**src/rtl/serial_pkg.sv**
```systemverilog
// Shared definitions for the serial front end and the sequence detector bench:
// state encoding, the default idle line level and the parity helper.
package serial_pkg;

    localparam logic [1:0] ST_IDLE   = 2'd0;
    localparam logic [1:0] ST_SHIFT  = 2'd1;
    localparam logic [1:0] ST_PARITY = 2'd2;

    typedef enum logic [1:0] {
        S_IDLE   = ST_IDLE,
        S_SHIFT  = ST_SHIFT,
        S_PARITY = ST_PARITY
    } ser_state_e;

    // Line level while nothing is being shifted; the detector bench relies on it too.
    localparam logic SER_IDLE_BIT = 1'b0;

    function automatic logic even_parity(input logic [31:0] word);
        return ^word;
    endfunction

endpackage

```
**src/rtl/bit_serializer_if.sv**
```systemverilog
// Word-in / bit-out bundle of the serializer. The slave modport is the
// serializer's view; the master modport is the word producer / bit consumer.
interface bit_serializer_if #(
    parameter int DATA_W = 8
);
    logic [DATA_W-1:0] i_data;
    logic              i_valid;
    logic              o_ready;
    logic              o_bit;
    logic              o_bit_valid;
    logic              o_busy;

    modport slave (
        input  i_data,
        input  i_valid,
        output o_ready,
        output o_bit,
        output o_bit_valid,
        output o_busy
    );

    modport master (
        output i_data,
        output i_valid,
        input  o_ready,
        input  o_bit,
        input  o_bit_valid,
        input  o_busy
    );
endinterface

```
**src/rtl/bit_serializer.sv**
```systemverilog
// MSB-first parallel-to-serial converter with zero-gap streaming of back-to-back words.
// Optional trailing even-parity bit per word when SER_PARITY_EN is defined.
module bit_serializer
    import serial_pkg::*;
#(
    parameter int   DATA_W   = 8,
    parameter logic IDLE_BIT = SER_IDLE_BIT
) (
    input  logic             i_clk,
    input  logic             i_rst_n,
    bit_serializer_if.slave  bus
);

    localparam int              CNT_W    = $clog2(DATA_W);
    localparam logic [CNT_W-1:0] LAST_CNT = CNT_W'(DATA_W - 1);

    ser_state_e        state_q, state_d;
    logic [DATA_W-1:0] sreg_q, sreg_d;
    logic [CNT_W-1:0]  cnt_q, cnt_d;
    logic              bit_q, bit_d;
    logic              bit_valid_q, bit_valid_d;
`ifdef SER_PARITY_EN
    logic              par_q, par_d;
`endif
    logic              ready_state;
    logic              ready;
    logic              accept;

    // Ready is a function of state and counter only, so i_valid never loops back into it.
    always_comb begin
        ready_state = 1'b0;
        case (state_q)
            S_IDLE:   ready_state = 1'b1;
`ifdef SER_PARITY_EN
            S_PARITY: ready_state = 1'b1;
`else
            S_SHIFT:  ready_state = (cnt_q == LAST_CNT);
`endif
            default:  ready_state = 1'b0;
        endcase
    end

    assign ready  = ready_state & i_rst_n;
    assign accept = bus.i_valid & ready;

    always_comb begin
        state_d = state_q;
        sreg_d  = sreg_q;
        cnt_d   = cnt_q;
`ifdef SER_PARITY_EN
        par_d   = par_q;
`endif
        case (state_q)
            S_IDLE: begin
            end
            S_SHIFT: begin
                sreg_d = sreg_q << 1;
                if (cnt_q == LAST_CNT) begin
                    cnt_d = '0;
`ifdef SER_PARITY_EN
                    state_d = S_PARITY;
`else
                    state_d = S_IDLE;
`endif
                end else begin
                    cnt_d = cnt_q + 1'b1;
                end
            end
`ifdef SER_PARITY_EN
            S_PARITY: state_d = S_IDLE;
`endif
            default: state_d = S_IDLE;
        endcase

        // Accept is only possible where a fresh load is correct, so it overrides the above.
        if (accept) begin
            state_d = S_SHIFT;
            sreg_d  = bus.i_data;
            cnt_d   = '0;
`ifdef SER_PARITY_EN
            par_d   = even_parity(32'(bus.i_data));
`endif
        end
    end

    always_comb begin
        bit_d       = IDLE_BIT;
        bit_valid_d = 1'b0;
        case (state_q)
            S_SHIFT: begin
                bit_d       = sreg_q[DATA_W-1];
                bit_valid_d = 1'b1;
            end
`ifdef SER_PARITY_EN
            S_PARITY: begin
                bit_d       = par_q;
                bit_valid_d = 1'b1;
            end
`endif
            default: begin
                bit_d       = IDLE_BIT;
                bit_valid_d = 1'b0;
            end
        endcase
    end

    always_ff @(posedge i_clk) begin
        if (!i_rst_n) begin
            state_q <= S_IDLE;
            sreg_q  <= '0;
            cnt_q   <= '0;
`ifdef SER_PARITY_EN
            par_q   <= 1'b0;
`endif
        end else begin
            state_q <= state_d;
            sreg_q  <= sreg_d;
            cnt_q   <= cnt_d;
`ifdef SER_PARITY_EN
            par_q   <= par_d;
`endif
        end
    end

    always_ff @(posedge i_clk) begin
        if (!i_rst_n) begin
            bit_q       <= IDLE_BIT;
            bit_valid_q <= 1'b0;
        end else begin
            bit_q       <= bit_d;
            bit_valid_q <= bit_valid_d;
        end
    end

    assign bus.o_ready     = ready;
    assign bus.o_bit       = bit_q;
    assign bus.o_bit_valid = bit_valid_q;
    assign bus.o_busy      = (state_q != S_IDLE);

endmodule

```
**src/flat_wrapper.sv**
```systemverilog
// flat-port wrapper written by rule: the top's interface ports become plain ports
module bit_serializer_flat import serial_pkg::*;
#(
    parameter int   DATA_W   = 8,
    parameter logic IDLE_BIT = SER_IDLE_BIT
)
  (i_clk, i_rst_n, bus_i_data, bus_i_valid, bus_o_ready, bus_o_bit, bus_o_bit_valid, bus_o_busy);
  bit_serializer_if #(.DATA_W(DATA_W)) bus_i ();
  input  logic i_clk;
  input  logic i_rst_n;
  input wire logic [$bits(bus_i.i_data)-1:0] bus_i_data;
  input wire logic [$bits(bus_i.i_valid)-1:0] bus_i_valid;
  output wire logic [$bits(bus_i.o_ready)-1:0] bus_o_ready;
  output wire logic [$bits(bus_i.o_bit)-1:0] bus_o_bit;
  output wire logic [$bits(bus_i.o_bit_valid)-1:0] bus_o_bit_valid;
  output wire logic [$bits(bus_i.o_busy)-1:0] bus_o_busy;
  assign bus_i.i_data = bus_i_data;
  assign bus_i.i_valid = bus_i_valid;
  assign bus_o_ready = bus_i.o_ready;
  assign bus_o_bit = bus_i.o_bit;
  assign bus_o_bit_valid = bus_i.o_bit_valid;
  assign bus_o_busy = bus_i.o_busy;
  bit_serializer #(.DATA_W(DATA_W), .IDLE_BIT(IDLE_BIT)) u_core (.i_clk(i_clk), .i_rst_n(i_rst_n), .bus(bus_i));
endmodule
```
**config.mk**
```make
export PLATFORM = sky130hd
export DESIGN_NAME = bit_serializer_flat
export DESIGN_NICKNAME = d
export VERILOG_FILES = /design/src/rtl/serial_pkg.sv /design/src/rtl/bit_serializer_if.sv /design/src/rtl/bit_serializer.sv /design/src/flat_wrapper.sv
export SDC_FILE = /design/constraint.sdc
export NUM_CORES = 1
export LEC_CHECK = 0
export BUFFER_PORTS_ARGS = -buffer_cell sky130_fd_sc_hd__clkbuf_2
export CAP_MARGIN = 40
export CORE_UTILIZATION = 49
export DETAILED_ROUTE_END_ITERATION = 10
export PLACE_DENSITY_LB_ADDON = 0.2
export SLEW_MARGIN = 30
export SYNTH_ARGS = -nofsm -noshare
export SYNTH_HDL_FRONTEND = slang
export SYNTH_SLANG_ARGS = --single-unit
```
**constraint.sdc**
```tcl
create_clock -name i_clk -period 1.7 [get_ports i_clk]
set_input_delay 0.085 -clock i_clk [delete_from_list [all_inputs] [get_ports i_clk]]
set_output_delay 0.085 -clock i_clk [all_outputs]
set_load 0.02 [all_outputs]
```
# After elaboration in Yosys (flattened, before gate mapping)
# Cells that the tools add are included.
[word_totals]
ff_bits = 15
in_bits = 11
out_inout_bits = 4
[op_classes]
addsub = 1
eq_ne = 5
mux = 8
n_bitwise = 4
n_reduce_logical = 7
[op_table]
columns = ["cell", "count"]
rows = [
  ["$mux 8", 2],
  ["$reduce_and 2->1", 3],
  ["$ne 2x1->1 const B", 2],
  ["$pmux 2 s2", 1],
  ["$reduce_bool 2->1", 2],
  ["$add 3x1->3 const B", 1],
  ["$eq 3x3->1 const B", 1],
  ["$mux 3", 1],
  ["$ne 3x1->1 const B", 1],
  ["$and 1x1->1", 2],
  ["$eq 2x1->1 const B", 1],
  ["$logic_not 2->1", 1],
  ["$mux 1", 2],
  ["$mux 2", 1],
  ["$not 1->1", 2],
  ["$pmux 1 s2", 1],
  ["$reduce_or 2->1", 1],
]

# Longest topological paths before layout
# Gate-level depths: netlist of run 1.
[logic_depth]
depth_word = 6
depth_mapped = 6
mapped_depth_nobuf = 5

# Worst setup path after synthesis of run 1
# Ideal clock, no wire load.
[synth_timing]
path_kind = "flip-flop to output port"
start = "register u_core.cnt_q[0]"
end = "output bus_o_ready"
arrival_ns = 1.280
required_time_ns = 1.615
path_slack_ns = 0.335
stages_incl_launch_ff = 6
cell_sequence = "dfxtp_1 -> ha_1 -> ha_1 -> and2b_1 -> buf_4 -> nor2b_1"
[synth_between]
elab_chain_cells = 3
[synth_lines]
columns = ["element", "line_no", "source"]
rows = [
  ["start: declaration", "bit_serializer.sv:19", "logic [CNT_W-1:0] cnt_q, cnt_d;"],
  ["start signal: assignment", "bit_serializer.sv:118", "cnt_q <= cnt_d;"],
  ["$eq 3x3->1", "bit_serializer.sv:37", "S_SHIFT: ready_state = (cnt_q == LAST_CNT);"],
  ["$pmux 1 s2", "bit_serializer.sv:32", "case (state_q)"],
  ["$and 1x1->1", "bit_serializer.sv:43", "assign ready = ready_state & i_rst_n;"],
  ["end: declaration", "flat_wrapper.sv:13", "output wire logic [$bits(bus_i.o_ready)-1:0] bus_o_ready;"],
]
# Every way passes these cells.

# Final worst setup path of run 1
# Ends and elaborated chain as after synthesis.

==> impl_metrics.tcl, run 1 <==
set metrics [dict create \
    outcome "completed" \
    rsz0062_at_grt "no" \
    p_int_uw 532 \
    vias_per_cell 5.09 \
    num_rows 12 \
    io_pins 15 \
    hp-class "in -> reg" \
    grt_max_degree 16 \
    h-tree-depth 1 \
    pwr-share-clk_pct 34.4 \
    p_seq_share_pct 51.2 \
    cpPeakStageDelay_ns 0.33 \
    clockRootBuffer "clkbuf_4" \
    cpMostUsedCell "ha_1" \
    drcViolationCount 0 \
    start_util_pct 55.4 \
    syn_nets 80 \
    path_class "reg -> out" \
    numPortBuffers 14 \
    tightest_slew_ns 0.358 \
    power_uw 710 \
    finalWirelength_um 1110 \
    synth_top_area_share_pct 43.2 \
    antenna_left 0 \
    crit_path_end_kind "primary output" \
    instances_no_fill 98 \
    fin_nets 98 \
    coreArea_um2 1170 \
    fin_crit_ns 1.62 \
    cts_tree "yes" \
    first_iter_violations 3 \
    grt_overflow 0 \
    crit_slowest_cell "dfxtp_2" \
    vdd_drop_max_mv 0.468 \
    cts_sinks 14 \
    fmax_mhz 617 \
    hold_path_depth 4 \
    postSynthAreaPerCell_um2 9.69 \
    synth_commonest_cells "dfxtp_1 (14), mux2i_1 (9), a21oi_1 (8), nand2b_1 (8), o21ai_1 (8)" \
    drt-wirelength-per-cell_um 11.4 \
    synth_edf_count 0 \
    cap_violations 0 \
    p_comb_share_pct 14.4 \
    insertion_delay_ns 0.28 \
    fin_util_pct 65.8 \
    worstPathRequired_ns 1.62 \
    switching_share_pct 25.1 \
    start_kind "flip-flop" \
    track_usage_pct 18.4 \
    synth_area_leaders "dfxtp_1 (43%), mux2i_1 (14%), nand2b_1 (7.7%)" \
    antennaDiodeCount 0 \
    die_y_um 38.4 \
    synth_seq_area_share_pct 43.2 \
    grt_pass1_vias 440 \
    power.density_nw_per_um2 921 \
    clk_pin_slew_ns 0.09 \
    die_x_um 38.4 \
    relSlewSlack_pct 76.1 \
    ys_warn_count 0 \
    path_cells "ha_1 -> ha_1 -> and2b_1 -> buf_6 -> nor2b_1 -> clkbuf_2" \
    rrSetupSlack_ns 0.23 \
    placedCellCount 92 \
    setup_viol 0 \
    fin_skew_ns 0.00370 \
    crit-reg2reg-launch "u_core.cnt_q[0]" \
    yosysMostFrequentCell "dfxtp_1" \
    slew_violations 0 \
    via_count 499 \
    area_growth_pct 18.7 \
    cts_buffer_depth 2 \
    fin_crit_sh_pct 95.4 \
    syn_inst 67 \
    tns_ns 0 \
    holdCritStartpoint "bus_i_data[1]" \
    netlist_area_um2 649 \
    final_layout_size_suffix_gt1_share_pct 28.6 \
    r2r-end "u_core.cnt_q[2]" \
    p_leak_uw 0.000354 \
    synth_seq_cells 14 \
    cp.arrival_ns 1.54 \
    grt_first_pass_wirelength_um 1860 \
    synth_cell_types 19 \
    synthFlopType "dfxtp_1" \
    async_reset_ff_share_pct 0 \
    rr_worst_depth 5 \
    switching_power_uw 178 \
    gp_congestion 0.712 \
    crit_fanout 7 \
    antenna_found_initial 0 \
    first_pass_iters 2 \
    min_to "u_core.sreg_q[1]" \
    die_area_um2 1470 \
    final-hold-violation-count 0 \
    yosys.area.top_type "dfxtp_1" \
    cts_made_buffers 3 \
]
-- worst max-delay path: cells and delay by family, from the launching register on --
kind	cells	cell delay, ns
flops	1	0.33
buf+inv	2	0.26
fa+ha+maj	2	0.39
simple gates	2	0.25
-- power by group through the flow --
stage / Sequential (µW) / Clock (µW) / Combinational [µW]
after detailed placement: 371 / 0 / 97.5
after global placement: 371 / 0 / 95.3
after CTS: 364 / 246 / 97.7
final: 363 / 244 / 102
after floorplan: 370 / 0 / 71.9
after global routing: 366 / 260 / 114
-- state kept, by name, summed over array words and instances, names as in the netlist --
register and count:
u_core.bus.o_bit 1, u_core.bus.o_bit_valid 1, u_core.cnt_q 3, u_core.sreg_q 8, u_core.state_q 1
-- cells by family after synthesis --
family / Yosys count / synth area share [%]
adders and majority gates: 2 / 3.85
muxes: 10 / 15.6
DFF: 14 / 43.2
AOI/OAI and AO/OA: 17 / 13.5
and+or+nand+nor: 19 / 18.1
buffers and inverters: 5 / 5.78
-- layout by cell type, fill, tap and decap left out --
cell type / instances
clkbuf_2: 14
dfxtp_1: 13
mux2i_1: 9
nand2b_1: 8
o21ai_1: 8
a21oi_1: 8
nor2b_1: 3
clkbuf_4: 3
buf_4: 3
and3_1: 2
and2_1: 2
ha_1: 2
and2b_1: 1
o21a_1: 1
mux2_2: 1
nor3b_1: 1
nor2_1: 1
nand3_1: 1
clkbuf_8: 1
buf_6: 1
dfxtp_2: 1
-- stage by stage --
stage	setup WS, ns	hold slack (ns)	area (µm²)
2_1_floorplan	0.335	0.213	649
3_3_place_gp	0.304	0.430	714
3_5_place_dp	0.262	0.436	714
4_1_cts	0.0202	0.140	751
5_1_grt	0.0178	0.155	771
6_report	0.0789	0.138	771
-- layer usage --
layer	track usage (%)	up-vias	part of all wire [%]
li1	-	265	-
met1	24.5	221	51
met2	28.8	11	44
met3	3.49	2	2.7
met4	7.76	0	1.9
met5	0	-	0
-- final cells by class --
class / count / area [µm²]
clock buffers: 4 / 36.3
fillers: 100 / 400
multi-input cells: 48 / 332
flip-flops and latches: 14 / 282
well taps: 14 / 17.5
repair buffers: 18 / 104
-- worst max-delay path by stage --
| stage | startpoint | slack, ns | depth (start not counted) | endpoint |
|---|---|---|---|---|
| after floorplan | u_core.cnt_q[0] | 0.33 | 5 | bus_o_ready |
| after global placement | u_core.cnt_q[0] | 0.30 | 5 | u_core.cnt_q[2] |
| after detailed placement | u_core.cnt_q[0] | 0.26 | 5 | u_core.cnt_q[2] |
| after CTS | u_core.cnt_q[0] | 0.02 | 6 | bus_o_ready |
| after global routing | u_core.cnt_q[0] | 0.02 | 6 | bus_o_ready |
| final | u_core.cnt_q[0] | 0.08 | 6 | bus_o_ready |
-- what timing repair did --
action                     CTS  global route
gates resized for setup      0             2
hold buffers                 0             0
setup buffers                0             2
setup endpoints to repair    0             1
No activity file was read; power rests on OpenSTA's default activity.
==> inputs of run 2 (changes only) <==
CORE_AREA = 2 2 39 41   (was default)
CORE_UTILIZATION = default   (was 49)
DIE_AREA = 0 0 41 43   (was default)
clock period = 2.1 ns   (was 1.7 ns; I/O delays follow)
==> run 2 against run 1 <==
  * Worst setup slack gained 0.28 ns
  * Clock power shrank 21%
  * Clock-buffer cell count is the same
  * Largest power group unchanged
  * Sequential cell count is the same
  * Critical path type unchanged
  * Clock skew is essentially flat
  * Die area grew 20%
  * Cell count is the same
  * Power shrank 21%
  * Final area shrank 2.3%
  * Routed wire length grew 1.7%
  * Global-route usage shrank 1.0 points
==> impl_metrics.tcl, run 2 (synthesis gave the netlist of run 1 again) <==
set metrics [dict create \
    numPortBuffers 14 \
    biggestRegsByFlops "u_core.sreg_q x8, u_core.cnt_q x3" \
    power.density_nw_per_um2 748 \
    place_area_um2 717 \
    hold_path_depth 4 \
    switching_power_uw 137 \
    cts_made_buffers 3 \
    first_pass_iters 3 \
    fillCellCount 140 \
    final-hold-violation-count 0 \
    p_leak_uw 0.000343 \
    die_y_um 43 \
    cts_tree "yes" \
    crit-reg2reg-launch "u_core.cnt_q[0]" \
    relSlewSlack_pct 72.2 \
    crit_path_end_kind "primary output" \
    cts_buffer_depth 2 \
    die_x_um 41 \
    area_growth_pct 16.0 \
    min_to "u_core.sreg_q[6]" \
    clk_pin_slew_ns 0.09 \
    via_count 487 \
    regMostFlops "u_core.sreg_q" \
    cap_violations 0 \
    path_cells "ha_1 -> ha_1 -> and2b_1 -> buf_4 -> nor2b_1 -> clkbuf_2" \
    antennaDiodeCount 0 \
    outcome "completed" \
    largest_register_ffs 8 \
    die_area_um2 1760 \
    antenna_left 0 \
    rrSetupSlack_ns 0.59 \
    dp_hpwl_um 805 \
    insertion_delay_ns 0.28 \
    clockRootBuffer "clkbuf_4" \
    holdCritStartpoint "bus_i_data[6]" \
    crit_buf_inv 2 \
    finalWirelength_um 1130 \
    worstPathRequired_ns 2.00 \
    grt_first_pass_wirelength_um 1980 \
    fin_nets 96 \
    p_comb_share_pct 13.6 \
    drcViolationCount 0 \
    grt_overflow 0 \
    path_delay_family "adder cells" \
    regArea_um2 280 \
    antenna_found_initial 0 \
    hp-class "in -> reg" \
    r2r-end "u_core.cnt_q[2]" \
    p_int_uw 426 \
    start_util_pct 46.9 \
    h-tree-depth 1 \
    final_cell_mix "clkbuf_2 (14), dfxtp_1 (14), mux2i_1 (9)" \
    drt-wirelength-per-cell_um 11.6 \
    vdd_drop_max_mv 0.346 \
    first_iter_violations 1 \
    gp_congestion 0.701 \
    vias_per_cell 4.97 \
    rsz0062_at_grt "no" \
    cts_setup_buffers 0 \
    crit_fanout 8 \
    rr_worst_depth 5 \
    grt_pass1_vias 465 \
    slew_violations 0 \
    fin_skew_ns 0.00393 \
    io_pins 15 \
    final_layout_size_suffix_gt1_share_pct 25.6 \
    tns_ns 0 \
    place_ws_ns 0.594 \
    coreArea_um2 1380 \
    hold_buffers 0 \
    num_rows 14 \
    tightest_slew_ns 0.416 \
    cp.arrival_ns 1.64 \
    pwr-share-clk_pct 34.2 \
    fmax_mhz 573 \
    p_seq_share_pct 52.3 \
    fin_ws_ns 0.355 \
    crit_slowest_cell "dfxtp_1" \
    finish.instance_area_um2 753 \
    fin_crit_ns 1.74 \
    multi_input_area_um2 332 \
    track_usage_pct 17.4 \
    path_class "reg -> out" \
    cts.repair.resized 0 \
    fin_util_pct 54.4 \
    start_kind "flip-flop" \
    switching_share_pct 24.4 \
    cts_sinks 14 \
    setup_viol 0 \
    fin_crit_sh_pct 83.1 \
    grt_max_degree 16 \
    cpPeakStageDelay_ns 0.33 \
    cpMostUsedCell "ha_1" \
]
## run 2: final cells by class
class                   count  area share [%]
clock buffers               4            4.82
multi-input cells          48            44.0
flip-flops and latches     14            37.2
well taps                  16            2.66
repair buffers             16            11.3
## run 2: per-stage QoR
stage               hold slack (ns)  cells  power, µW
floorplan                     0.233     67        358
global placement              0.445     94        378
detailed placement            0.456     94        379
CTS                           0.158     98        572
global route                  0.179     98        596
finish                        0.162     98        564
## run 2: power by group through the flow
stage	registers, µW	logic (µW)	clock network, µW
2_1_floorplan	300	58.2	0
3_3_place_gp	301	76.7	0
3_5_place_dp	301	77.2	0
4_1_cts	295	78.0	199
5_1_grt	297	86.5	213
6_report	295	76.4	193
## run 2: worst max-delay path by stage
stage | from | end | slack [ns] | depth (start not counted)
floorplan | u_core.cnt_q[0] | bus_o_ready | 0.71 | 5
global placement | u_core.cnt_q[0] | u_core.cnt_q[2] | 0.63 | 5
detailed placement | u_core.cnt_q[0] | u_core.cnt_q[2] | 0.59 | 5
CTS | u_core.cnt_q[0] | bus_o_ready | 0.34 | 6
global route | u_core.cnt_q[0] | bus_o_ready | 0.25 | 6
finish | u_core.cnt_q[0] | bus_o_ready | 0.36 | 6
## run 2: tightest hold or removal path, delay by kind of cell
kind / cells / cell delay [ns]
AO/OA/AOI/OAI: 2 / 0.14
buffers and inverters: 1 / 0.07
AND/OR/NAND/NOR: 1 / 0.08
## run 2: metal layers
metal  wire (µm)  up-vias  share of wire (%)  global-route usage (%)
li1            -      261                  -                       -
met1         552      216                 49                    22.7
met2         522        8                 46                    23.8
met3          41        2                3.6                    3.14
met4          17        0                1.5                    14.0
met5           0        -                  0                       0
